==> src/rtl/math_equation_pkg.sv <==
// Shared types and sizing for the equation solver: FSM state encoding and
// the divider iteration count derived from the operand width.
package math_equation_pkg;

   typedef enum logic [2:0] {
      IDLE,
      DIV1,
      SETUP2,
      DIV2,
      DONE
   } state_e;

   // Width of num = 2q+4d, which is also the number of divider iterations.
   function automatic int calc_n(input int width);
      return 2 * width + 6;
   endfunction

endpackage

==> src/rtl/seq_divider.sv <==
// Sequential signed restoring divider: one quotient bit per cycle on magnitudes,
// signs restored at the output (quotient truncates to zero, remainder follows dividend).
module seq_divider #(
   parameter int DVD_W = 22,
   parameter int DVS_W = 9
) (
   input  logic             clk,
   input  logic             rst,
   input  logic             start_i,
   input  logic [DVD_W-1:0] dividend_i,
   input  logic [DVS_W-1:0] divisor_i,
   output logic             done_o,
   output logic [DVD_W-1:0] quotient_o,
   output logic [DVS_W-1:0] remainder_o
);

   localparam int CW = $clog2(DVD_W) + 1;

   logic             busy_q;
   logic [CW-1:0]    cnt_q;
   logic [DVD_W-1:0] quo_q;
   logic [DVS_W-1:0] rem_q;
   logic [DVS_W-1:0] dmag_q;
   logic             qneg_q;
   logic             rneg_q;

   logic [DVS_W:0]   shift_w;
   logic [DVS_W-1:0] diff_w;
   logic             fits_w;

   assign shift_w = {rem_q, quo_q[DVD_W-1]};
   assign fits_w  = (shift_w >= {1'b0, dmag_q});
   // When the subtraction is taken the true difference is below dmag, so the low bits suffice.
   assign diff_w  = shift_w[DVS_W-1:0] - dmag_q;

   // done_o flags the cycle whose closing edge retires the last quotient bit.
   assign done_o = busy_q && (cnt_q == CW'(DVD_W - 1));

   always_ff @(posedge clk or negedge rst) begin
      if (!rst) begin
         busy_q <= 1'b0;
         cnt_q  <= '0;
      end else if (start_i) begin
         busy_q <= 1'b1;
         cnt_q  <= '0;
      end else if (busy_q) begin
         cnt_q <= cnt_q + 1'b1;
         if (done_o) busy_q <= 1'b0;
      end
   end

   always_ff @(posedge clk) begin
      if (start_i) begin
         quo_q  <= dividend_i[DVD_W-1] ? -dividend_i : dividend_i;
         dmag_q <= divisor_i[DVS_W-1] ? -divisor_i : divisor_i;
         rem_q  <= '0;
         qneg_q <= dividend_i[DVD_W-1] ^ divisor_i[DVS_W-1];
         rneg_q <= dividend_i[DVD_W-1];
      end else if (busy_q) begin
         quo_q <= {quo_q[DVD_W-2:0], fits_w};
         rem_q <= fits_w ? diff_w : shift_w[DVS_W-1:0];
      end
   end

   assign quotient_o  = qneg_q ? -quo_q : quo_q;
   assign remainder_o = rneg_q ? -rem_q : rem_q;

endmodule

==> src/rtl/math_equation_solver.sv <==
// Recovers c from q = ((1+3c)(a-b) - 4d)/2 with two passes through one
// sequential divider: t = (2q+4d)/(a-b), then c = (t-1)/3.
module math_equation_solver
   import math_equation_pkg::*;
#(
   parameter int WIDTH = 8
) (
   input  logic               clk,
   input  logic               rst,
   input  logic               valid_i,
   output logic               ready_o,
   input  logic [WIDTH-1:0]   a,
   input  logic [WIDTH-1:0]   b,
   input  logic [WIDTH-1:0]   d,
   input  logic [2*WIDTH+3:0] q,
   output logic               valid_o,
   input  logic               ready_i,
   output logic [WIDTH-1:0]   c,
   output logic               err_zero,
   output logic               inexact,
   output logic               ovf
);

   localparam int N  = calc_n(WIDTH);
   localparam int DW = WIDTH + 1;

   state_e state_q, state_d;

   logic [N-1:0]  num_w;
   logic [DW-1:0] den_w;
   logic          zero_w;
   logic          accept_w;
   logic          start_w;
   logic [N-1:0]  dvd_w;
   logic [DW-1:0] dvs_w;
   logic          div_done_w;
   logic [N-1:0]  quo_w;
   logic [DW-1:0] rem_w;
   logic          err_zero_q;
   logic          inexact1_q;
   logic          result_w;

   function automatic logic fits_width(input logic [N-1:0] v);
      return v[N-1:WIDTH-1] == {(N-WIDTH+1){v[N-1]}};
   endfunction

   assign num_w    = {q[2*WIDTH+3], q, 1'b0} + {{(N-WIDTH-2){d[WIDTH-1]}}, d, 2'b00};
   assign den_w    = {a[WIDTH-1], a} - {b[WIDTH-1], b};
   assign zero_w   = (a == b);
   assign accept_w = valid_i && (state_q == IDLE);

   // The first division loads straight from the ports on the accept edge; SETUP2 reloads with t-1 and 3.
   assign start_w = (accept_w && !zero_w) || (state_q == SETUP2);
   assign dvd_w   = (state_q == SETUP2) ? quo_w - N'(1) : num_w;
   assign dvs_w   = (state_q == SETUP2) ? DW'(3) : den_w;

   seq_divider #(
      .DVD_W(N),
      .DVS_W(DW)
   ) u_div (
      .clk        (clk),
      .rst        (rst),
      .start_i    (start_w),
      .dividend_i (dvd_w),
      .divisor_i  (dvs_w),
      .done_o     (div_done_w),
      .quotient_o (quo_w),
      .remainder_o(rem_w)
   );

   always_ff @(posedge clk or negedge rst) begin
      if (!rst) begin
         state_q    <= IDLE;
         err_zero_q <= 1'b0;
         inexact1_q <= 1'b0;
      end else begin
         state_q <= state_d;
         if (accept_w) err_zero_q <= zero_w;
         if (state_q == SETUP2) inexact1_q <= (rem_w != '0);
      end
   end

   always_comb begin
      state_d = state_q;
      unique case (state_q)
         IDLE:    if (valid_i) state_d = zero_w ? DONE : DIV1;
         DIV1:    if (div_done_w) state_d = SETUP2;
         SETUP2:  state_d = DIV2;
         DIV2:    if (div_done_w) state_d = DONE;
         DONE:    if (ready_i) state_d = IDLE;
         default: state_d = IDLE;
      endcase
   end

   // Results come straight from the idle divider while in DONE; the a==b path bypasses it.
   assign result_w = (state_q == DONE) && !err_zero_q;
   assign ready_o  = (state_q == IDLE);
   assign valid_o  = (state_q == DONE);
   assign err_zero = (state_q == DONE) && err_zero_q;
   assign c        = result_w ? quo_w[WIDTH-1:0] : '0;
   assign inexact  = result_w && (inexact1_q || (rem_w != '0));
   assign ovf      = result_w && !fits_width(quo_w);

endmodule

==> config.mk <==
export PLATFORM = sky130hd
export DESIGN_NAME = math_equation_solver
export DESIGN_NICKNAME = d
export VERILOG_FILES = /design/src/rtl/math_equation_pkg.sv /design/src/rtl/seq_divider.sv /design/src/rtl/math_equation_solver.sv
export SDC_FILE = /design/constraint.sdc
export NUM_CORES = 1
export LEC_CHECK = 0
export CAP_MARGIN = 20
export CORE_ASPECT_RATIO = 2
export CORE_MARGIN = 5
export CORE_UTILIZATION = 54
export DETAILED_ROUTE_END_ITERATION = 12
export PLACE_DENSITY = 0.81
export SYNTH_ARGS = -nofsm -noshare
export SYNTH_HDL_FRONTEND = slang
export SYNTH_HIERARCHICAL = 1
export SYNTH_SLANG_ARGS = --single-unit
==> constraint.sdc <==
create_clock -name clk -period 4 [get_ports clk]
set_clock_uncertainty 0.05 [all_clocks]
set_input_delay 0.8 -clock clk [delete_from_list [all_inputs] [get_ports clk]]
set_output_delay 0.8 -clock clk [all_outputs]
set_load 0.02 [all_outputs]
==> flow_summary_export.csv <==
group,metric,value,unit
status,status,"finished with violations",
status,violations,"setup timing",
yosys,syn_avg_cell_area,8.14,µm²
cts,cts_sinks,54,
route,vias,6994,
floorplan,fp.dieH,161,µm
job,maxCapViolations,0,
route,drtIter0Drc,616,
placed_design,place_congestion,0.954,
yosys,synth-edff-count,33,
power,power.density,632,nW/µm²
yosys,synth_flop_cell,"edfxtp_1",
timing,worst_pin_slew,0.862,ns
critical_path,critPathMaxFanout,3,
placed_design,post-dp-hpwl,15.4,mm
finish,fillers,743,
finish,fin_nets,1042,
critical_path,cp.required,3.99,ns
power,pwr-share-clk,0.085,
floorplan,die-area,13800,µm²
critical_path,critical_path_class,"register to register",
timing,finalMaxSlewViolations,0,
floorplan,num_rows,55,
global_route,grtUsageTotal,0.291,
timing,hold_viol,0,
power,sw_frac_of_total,0.487,
finish,fin_util,0.767,
power,seq_power_share,0.230,
power,leakage,0.00356,µW
power,irDropWorstVdd,371,µV
power,p_switching,2660,µW
floorplan,boundaryPins,61,
global_route,antenna_found_initial,0,
cts,clk_latency,0.30,ns
cts,htreeDepth,2,
placed_design,numPortBuffers,60,
timing,fmax,0.219,GHz
timing,setup-violations-final,24,
cts,clk_pin_slew,0.08,ns
route,drcViolationCount,0,
finish,area_growth,40.0,%
floorplan,fp.dieW,85.6,µm
timing,grt_setup_unrepaired,"yes",
yosys,netlist_area,6180,µm²
yosys,ys_types,85,
cts,cts-root-buf,"clkbuf_16",
critical_path,cp-end-kind,"register",
finish,seqCellArea,1470,µm²
timing,fin_ws,-0.558,ns
finish,num_antenna_cells,0,
finish,multi_input_comb_area,4860,µm²
route,drt-pass1-iter-count,6,
power,pwr-share-comb,0.684,
route,antenna_left,0,
timing,slew_headroom,0.426,
global_route,grt_pass1_wl,32.6,mm
power,finalPower,5470,µW
floorplan,core,11300,µm²
cts,clockBufferDepth,2,
timing,layout_min_cycle_time,4.56,ns
global_route,grt_max_degree,70,
cts,cts_hold_buf,0,
route,avgRoutedWirePerCell,20.7,µm
critical_path,crit_arrival,4.55,ns
hold_path,hp-class,"register to register",
global_route,grt-ovfl-total,0,
power,p_int,2800,µW
yosys,yosysTopAreaCellShare,0.160,
yosys,ys_top_cells_by_area,"edfxtp_1 16%, ha_1 8.7%, xnor2_1 6.4%",
yosys,yosys_warnings,6,
yosys,synth.cells.most_frequent,"79 x nor2_1, 67 x nand2_1, 59 x a21oi_1",
yosys,synthArstFlopShare,0.222,
route,wirelength,22.6,mm
cts,cts_buffers,5,
cts,cts_tree,"yes",
yosys,ys_ff_latch,54,
finish,drive_above_1_share,0.280,
route,viasPerCell,6.41,
yosys,synth_seq_area_share,0.238,
global_route,grt_pass1_vias,7017,
yosys,yosysMostFrequentCell,"nor2_1",
yosys,syn_nets,853,
timing,fin_crit_sh,1.14,
floorplan,start_util,0.548,
yosys,synth_cells,759,
critical_path,start_kind,"register",
yosys,yosysTopAreaCell,"edfxtp_1",
[worst paths after layout]
check,depth (start not counted),startpoint,end,slack [ns]
setup reg to reg,17,u_div/quo_q[4]$_DFFE_PP_,u_div/quo_q[20]$_DFFE_PP_,-0.56
setup / recovery,17,u_div/quo_q[4]$_DFFE_PP_,u_div/quo_q[20]$_DFFE_PP_,-0.56
max in group asynchronous,1,rst,u_div/cnt_q[1]$_DFFE_PN0P_,2.78
hold reg to reg,2,u_div/rem_q[8]$_SDFFE_PP0P_,u_div/rem_q[8]$_SDFFE_PP0P_,0.49
hold / removal,2,u_div/rem_q[8]$_SDFFE_PP0P_,u_div/rem_q[8]$_SDFFE_PP0P_,0.49
min in group asynchronous,1,rst,u_div/cnt_q[5]$_DFFE_PN0P_,0.78
[worst max-delay path: stages (launching register included)]
cell and delay, ns:
edfxtp_1 0.48, nor4_4 0.38, buf_4 0.23, a21oi_2 0.10, a21oi_2 0.18, xnor2_2 0.18
nor4_4 0.56, nand4_1 0.25, buf_4 0.20, buf_4 0.14, nor2_1 0.13, xor2_1 0.10
nor2_1 0.14, a21oi_1 0.09, or3_4 0.45, o31ai_4 0.24, xor2_1 0.27, a21oi_1 0.11
[sequential cells by signal, indices dropped and copies added, names as in the netlist]
signal and cells:
u_div/rem_q 9, u_div/qneg_q 1, u_div/rneg_q 1, u_div/busy_q 1, u_div/dmag_q 9, err_zero_q 1
inexact1_q 1, state_q 3, u_div/quo_q 22, u_div/cnt_q 6
[layout make-up]
cell class / instances / area share
Clock inverter: 3 / 0.00333
Sequential cell: 54 / 0.170
Clock buffer: 5 / 0.0145
Tap cell: 142 / 0.0205
Multi-Input combinational cell: 623 / 0.562
Timing Repair Buffer: 214 / 0.208
Inverter: 50 / 0.0217
[layer usage]
layer / up-vias / global-route usage / routed length [µm] / part of all wire
met5: - / 0 / 0 / 0
met2: 390 / 0.558 / 12100 / 0.53
li1: 3135 / - / - / -
met3: 149 / 0.0281 / 1290 / 0.057
met4: 0 / 0.207 / 1970 / 0.087
met1: 3320 / 0.275 / 7250 / 0.32
[power groups by stage]
stage          clock (µW)  combinational [µW]  sequential, µW
2_1_floorplan           0                2000            1150
3_3_place_gp            0                2960            1200
3_5_place_dp            0                3090            1220
4_1_cts               463                3220            1220
5_1_grt               490                3980            1280
6_report              466                3740            1260
[kinds of logic after synthesis]
group | after synthesis | synth area share
fa+ha+maj | 46 | 0.0968
compound gates | 206 | 0.225
simple gates | 272 | 0.237
flops | 54 | 0.238
xor+xnor | 90 | 0.128
mux | 9 | 0.0150
buf+inv | 82 | 0.0603
[cell usage in the layout (no fill, tap or decap), types with 12 or more instances in the layout]
master,n
dfrtp_1,12
nor3_1,18
a21oi_1,54
inv_1,49
ha_1,41
nand4_1,15
xnor2_1,37
buf_4,145
o21ai_0,27
edfxtp_1,33
nor2_1,77
o31ai_1,14
nand2_1,63
clkdlybuf4s50_1,54
xor2_1,41
[timing repair]
item | CTS | global route
setup endpoints to repair | 22 | 22
gates cloned | 0 | 1
resized for setup | 43 | 72
pin swaps | 33 | 42
setup buffers | 9 | 12
[per-stage QoR]
step           hold WS, ns  instance area [µm²]  instances  setup TNS (ns)  worst slack [ns]
2_1_floorplan        0.395                 6180        759               0            0.0983
3_3_place_gp         0.460                 7810       1063           -4.44            -0.350
3_5_place_dp         0.473                 7810       1063           -6.00            -0.475
4_1_cts              0.493                 8170       1079          -0.176            -0.134
5_1_grt              0.514                 8650       1091           -7.10            -0.669
6_report             0.488                 8650       1091           -4.91            -0.558
Note: power is estimated with default switching activity, not from simulation.
